<file path="config.mk">
export PLATFORM = sky130hd
export DESIGN_NAME = outmem_port_b_reader
export DESIGN_NICKNAME = d
export VERILOG_FILES = /design/src/rtl/outmem_pkg.sv /design/src/rtl/outmem_rd_fifo.sv /design/src/rtl/outmem_port_b_reader.sv
export SDC_FILE = /design/constraint.sdc
export NUM_CORES = 1
export LEC_CHECK = 0
export CORE_UTILIZATION = 25
export DETAILED_ROUTE_END_ITERATION = 10
export PLACE_DENSITY = 0.53
export SYNTH_ARGS = -nofsm -noshare
export SYNTH_HDL_FRONTEND = slang
export SYNTH_SLANG_ARGS = --single-unit
</file>
<file path="constraint.sdc">
create_clock -name clk -period 8.8 [get_ports clk]
set_input_delay 1.76 -clock clk [delete_from_list [all_inputs] [get_ports clk]]
set_output_delay 1.76 -clock clk [all_outputs]
set_load 0.005 [all_outputs]
</file>
<file path="src/rtl/outmem_pkg.sv">
// Shared constants and FSM state type for the output-memory port B reader.
package outmem_pkg;

  localparam int unsigned ADDR_W = 14;
  localparam int unsigned DATA_W = 32;

  typedef enum logic [1:0] {
    IDLE,
    READ,
    DRAIN,
    DONE
  } rd_state_e;

endpackage

</file>
<file path="src/rtl/outmem_rd_fifo.sv">
// Two-entry read-return FIFO; entry 0 is the head register that drives the stream.
module outmem_rd_fifo #(
  parameter int unsigned DATA_W = 32
) (
  input  logic              clk,
  input  logic              rst_n,
  input  logic              push_i,
  input  logic [DATA_W-1:0] din_i,
  input  logic              pop_i,
  output logic [1:0]        count_o,
  output logic              valid_o,
  output logic [DATA_W-1:0] head_o
);

  logic [DATA_W-1:0] head_q, head_d;
  logic [DATA_W-1:0] tail_q, tail_d;
  logic [1:0]        count_q, count_d;

  always_comb begin
    head_d  = head_q;
    tail_d  = tail_q;
    count_d = count_q + 2'(push_i) - 2'(pop_i);
    unique case ({push_i, pop_i})
      2'b10: begin
        if (count_q == 2'd0) head_d = din_i;
        else                 tail_d = din_i;
      end
      2'b01: head_d = tail_q;
      2'b11: begin
        // Simultaneous push/pop: with one entry the new word becomes the head directly.
        if (count_q == 2'd1) begin
          head_d = din_i;
        end else begin
          head_d = tail_q;
          tail_d = din_i;
        end
      end
      default: ;
    endcase
  end

  always_ff @(posedge clk or negedge rst_n) begin
    if (!rst_n) begin
      head_q  <= '0;
      tail_q  <= '0;
      count_q <= '0;
    end else begin
      head_q  <= head_d;
      tail_q  <= tail_d;
      count_q <= count_d;
    end
  end

  assign count_o = count_q;
  assign valid_o = (count_q != 2'd0);
  assign head_o  = head_q;

endmodule

</file>
<file path="src/rtl/outmem_port_b_reader.sv">
// Port B read master: fetches a block of consecutive words and streams them out with a last flag.
module outmem_port_b_reader
  import outmem_pkg::*;
#(
  parameter int unsigned ADDR_W     = outmem_pkg::ADDR_W,
  parameter int unsigned DATA_W     = outmem_pkg::DATA_W,
  parameter int unsigned FIFO_DEPTH = 2
) (
  input  logic              clk,
  input  logic              rst_n,
  input  logic              start_i,
  input  logic [ADDR_W-1:0] base_addr_i,
  input  logic [ADDR_W-1:0] len_i,
  output logic              busy_o,
  output logic              done_o,
  output logic              outmem_en_b_o,
  output logic              outmem_we_b_o,
  output logic [ADDR_W-1:0] outmem_addr_b_o,
  output logic [DATA_W-1:0] outmem_data_b_o,
  input  logic [DATA_W-1:0] outmem_data_b_i,
  output logic [DATA_W-1:0] m_data_o,
  output logic              m_valid_o,
  output logic              m_last_o,
  input  logic              m_ready_i
);

  rd_state_e         state_q, state_d;
  logic [ADDR_W-1:0] addr_q, addr_d;
  logic [ADDR_W-1:0] len_q, len_d;
  logic [ADDR_W-1:0] issue_cnt_q, issue_cnt_d;
  logic [ADDR_W-1:0] pop_cnt_q, pop_cnt_d;
  logic              inflight_q;

  logic [1:0]        fifo_count;
  logic              fifo_valid;
  logic              pop;
  logic              issue;
  logic [2:0]        occupancy;

  outmem_rd_fifo #(
    .DATA_W(DATA_W)
  ) u_fifo (
    .clk    (clk),
    .rst_n  (rst_n),
    .push_i (inflight_q),
    .din_i  (outmem_data_b_i),
    .pop_i  (pop),
    .count_o(fifo_count),
    .valid_o(fifo_valid),
    .head_o (m_data_o)
  );

  assign m_valid_o = fifo_valid;
  assign m_last_o  = fifo_valid && (pop_cnt_q == len_q - ADDR_W'(1));
  assign pop       = fifo_valid && m_ready_i;
  // Counting the pop in the same cycle lets a drained slot be refilled without a bubble.
  assign occupancy = {1'b0, fifo_count} + {2'b00, inflight_q} - {2'b00, pop};

  always_comb begin
    state_d     = state_q;
    addr_d      = addr_q;
    len_d       = len_q;
    issue_cnt_d = issue_cnt_q;
    pop_cnt_d   = pop_cnt_q;
    issue       = 1'b0;

    if (pop) pop_cnt_d = pop_cnt_q + ADDR_W'(1);

    unique case (state_q)
      IDLE: begin
        if (start_i) begin
          addr_d      = base_addr_i;
          len_d       = len_i;
          issue_cnt_d = '0;
          pop_cnt_d   = '0;
          // A zero-length command passes through DRAIN so completion lands one cycle later.
          state_d     = (len_i != '0) ? READ : DRAIN;
        end
      end
      READ: begin
        issue = (occupancy < 3'(FIFO_DEPTH));
        if (issue) begin
          addr_d      = addr_q + ADDR_W'(1);
          issue_cnt_d = issue_cnt_q + ADDR_W'(1);
          if (issue_cnt_q == len_q - ADDR_W'(1)) state_d = DRAIN;
        end
      end
      DRAIN: begin
        if ((pop && m_last_o) || (!fifo_valid && !inflight_q)) state_d = DONE;
      end
      DONE: state_d = IDLE;
      default: state_d = IDLE;
    endcase
  end

  always_ff @(posedge clk or negedge rst_n) begin
    if (!rst_n) begin
      state_q     <= IDLE;
      addr_q      <= '0;
      len_q       <= '0;
      issue_cnt_q <= '0;
      pop_cnt_q   <= '0;
      inflight_q  <= 1'b0;
    end else begin
      state_q     <= state_d;
      addr_q      <= addr_d;
      len_q       <= len_d;
      issue_cnt_q <= issue_cnt_d;
      pop_cnt_q   <= pop_cnt_d;
      inflight_q  <= issue;
    end
  end

  assign busy_o          = (state_q != IDLE);
  assign done_o          = (state_q == DONE);
  assign outmem_en_b_o   = issue;
  assign outmem_we_b_o   = 1'b0;
  assign outmem_addr_b_o = addr_q;
  assign outmem_data_b_o = '0;

endmodule

</file>
==> run metrics <==
status complete, no violations; vias per inst 4.44; Clock Tree Buf Depth 2; CTS tree yes; post-route ant nets 0; mux cell area share after synthesis 10.7%; Worst Path Max Fanout 10; Critical Path RT 7040 ps; clock root buffer clkbuf_16; post-synth top area share 45.1%; ys async rst share 100%; commonest non-fill, non-tap cell in the layout dfrtp_1; Post-Synth Adder-Cell Area 2.27%; setup_tns 0 ps; worst slew pin tran 1160 ps; #FFs+latches synth 125; I/O Pins 148; GRT busiest layer met2; Num CTS Buffers 17; starting density of the core 25.6%; final period utilization roughly 72%; Pwr Density 280 mW/mm^2; Num Clock Sinks 125; hold_buf cts 0; met2 usage approximately 20%; register area share after synthesis 45.1%; most frequent cells in the layout 125 x dfrtp_1, 113 x clkdlybuf4s50_1, 101 x nand2_1, 58 x o21ai_0; Synth Area in XOR/XNOR 7.36%; first-pass GRT wire length 28.8 mm; die width roughly 170 um; largest family of logic cells by synthesized area simple AND/OR/NAND/NOR gates; hold path depth 2; # diodes 0; synth top area cells dfrtp_1 45%, nand2_1 5.5%, mux2_2 5.4%; DRC Markers 0; Post-CTS Setup Inserts 0; synth warn 0; ratio of cells with drive above 1 in the final layout between 10% and 20%; Synth Flop Type dfrtp_1; crit path time final between 6000 and 7000 ps; hpwl dp 12.3 mm; Max IR drop VDD 138 uV; EDFF count, synth 0; H-tree Lvls 4; IO Port Bufs 114; met3 Use GR 5.82%; met1 Use GR 16.4%; Hold Vio Cnt, Final 0; core area 0.0271 mm^2; startpoint types primary input; nets 891; die footprint 0.0284 mm^2; clk slew on worst S/H paths about 60 ps; GRT overflow 0; Worst Path Arrival 4610 ps; Fill cells 2801; slew margin rel. between 20 and 25%; post-synthesis cell area about 0.0069 mm^2; Hold Crit Class register to register; critical path class primary input to output pin; max-cap violations 0; initial antenna violation count 0; Placer Congestion slightly below 0.8; Leakage 0.00396 uW; GR Util All Layers 13.1%; Core Rows 60; cells on worst reg2reg path 16; drt total wl around 18 mm; Final Non-Filler Cells 1200; die height 169 um; post-synthesis compound-gate area fraction 10.3%; unrepaired setup endpoints after global routing no; Pins Over Slew Limit 0; clock skew around 9.4 ps; vias 5327; Final setup viols 0; number of distinct library cells after synthesis 60; clk_lat worst skew 430 ps; element type at the critical path end output pin; Pwr Total 2510 uW; post-CTS sizing 0; Fmax around 160 MHz; cell taking the most area after synthesis dfrtp_1; Post-Syn Instances 714; pin count of the biggest net entering global routing 68; vias in the first global route between 5000 and 6000; Area Overhead vs Synth 29.0%; DRT iter0 DRCs 318; Placed Cells ~1200; area share of and/or/nand/nor cells after synthesis 17.5%; synthesized area per cell 9.72 um^2; WL per Instance 14.7 um; DR pass1 iterations 5
==> cell families (layout without fill, tap and decap cells) <==
family,after synthesis,count (layout)
AO/OA/AOI/OAI,120,120
XOR/XNOR,52,52
adder cells (fa/ha/maj),12,12
buffers and inverters,89,171
flip-flops,125,125
multiplexers,70,70
other,1,33
AND/OR/NAND/NOR,245,245
==> through the flow <==
| stage | setup WS [ps] | instance area [um^2] | util, % | hold WS [ps] |
|---|---|---|---|---|
| floorplan | 3670 | 7060 | - | 473 |
| global placement | 2440 | 8360 | 30.8 | 460 |
| detailed placement | 2380 | 8360 | 30.8 | 470 |
| CTS | 2380 | 8950 | 33.0 | 484 |
| global route | 2200 | 8950 | 33.0 | 511 |
| finish | 2430 | 8950 | 33.0 | 476 |
==> cells in the mapped netlist, types with 3 or more instances <==
cell type    n
dfrtp_1    125
nand2_1    101
o21ai_0     58
mux2i_1     37
nor2_1      37
clkbuf_1    34
buf_4       33
mux2_2      33
a21oi_1     31
xnor2_1     27
nand3_1     23
xor2_1      21
inv_1       19
and3_1      11
ha_1        11
nand4_1     10
or3_1       10
nor3_1       9
nor4_1       9
o22ai_1      8
and2_1       6
and4_1       5
nand2b_1     4
xnor3_1      4
a2111oi_0    3
nor2b_1      3
or4_1        3
==> power by group <==
part	leakage (uW)	total, uW	internal [uW]	switching [uW]
clock	0.000290	727	428	300
combinational	0.00211	867	458	408
sequential	0.00156	917	772	145
==> path summary, 6_finish.rpt <==
check	from	end	slack, ps
worst max-delay path	m_ready_i	outmem_en_b_o	2430
worst min-delay path	u_fifo.head_o[13]	u_fifo.head_o[13]	480
worst max register to register	u_fifo.count_o[1]	issue_cnt_q[10]	4680
worst min register to register	u_fifo.head_o[13]	u_fifo.head_o[13]	480
max in group asynchronous	rst_n	pop_cnt_q[9]	6220
min in group asynchronous	rst_n	len_q[8]	1300
==> flip-flops by register name, summed over array words and instances, names as in the netlist <==
name,flops
issue_cnt_q,14
u_fifo.count_o,2
len_q,14
state_q,2
inflight_q,1
u_fifo.head_o,32
u_fifo.tail_q,32
outmem_addr_b_o,14
pop_cnt_q,14
==> critical path, stage by stage <==
cell and delay (ps):
clkdlybuf4s50_1 540, and2_1 410, ha_1 310, inv_1 60, ha_1 130, inv_1 50, fa_1 370, xnor2_1 170
and3_1 240, clkdlybuf4s50_1 560
==> metal layers <==
layer	up-vias	part of all wire [%]
met5	-	0
met4	0	1.1
met3	13	8.2
met2	145	45
met1	2533	45
li1	2636	-
==> layout make-up <==
cell class | instances | area, um^2 | area share [%]
Clock buffer | 17 | 425 | 4.75
Inverter | 19 | 71.3 | 0.797
Sequential cell | 125 | 3130 | 34.9
Multi-Input combinational cell | 532 | 3500 | 39.1
Tap cell | 372 | 465 | 5.20
Timing Repair Buffer | 120 | 1190 | 13.3
Clock inverter | 15 | 173 | 1.93
(Power assumes the default switching activity.)
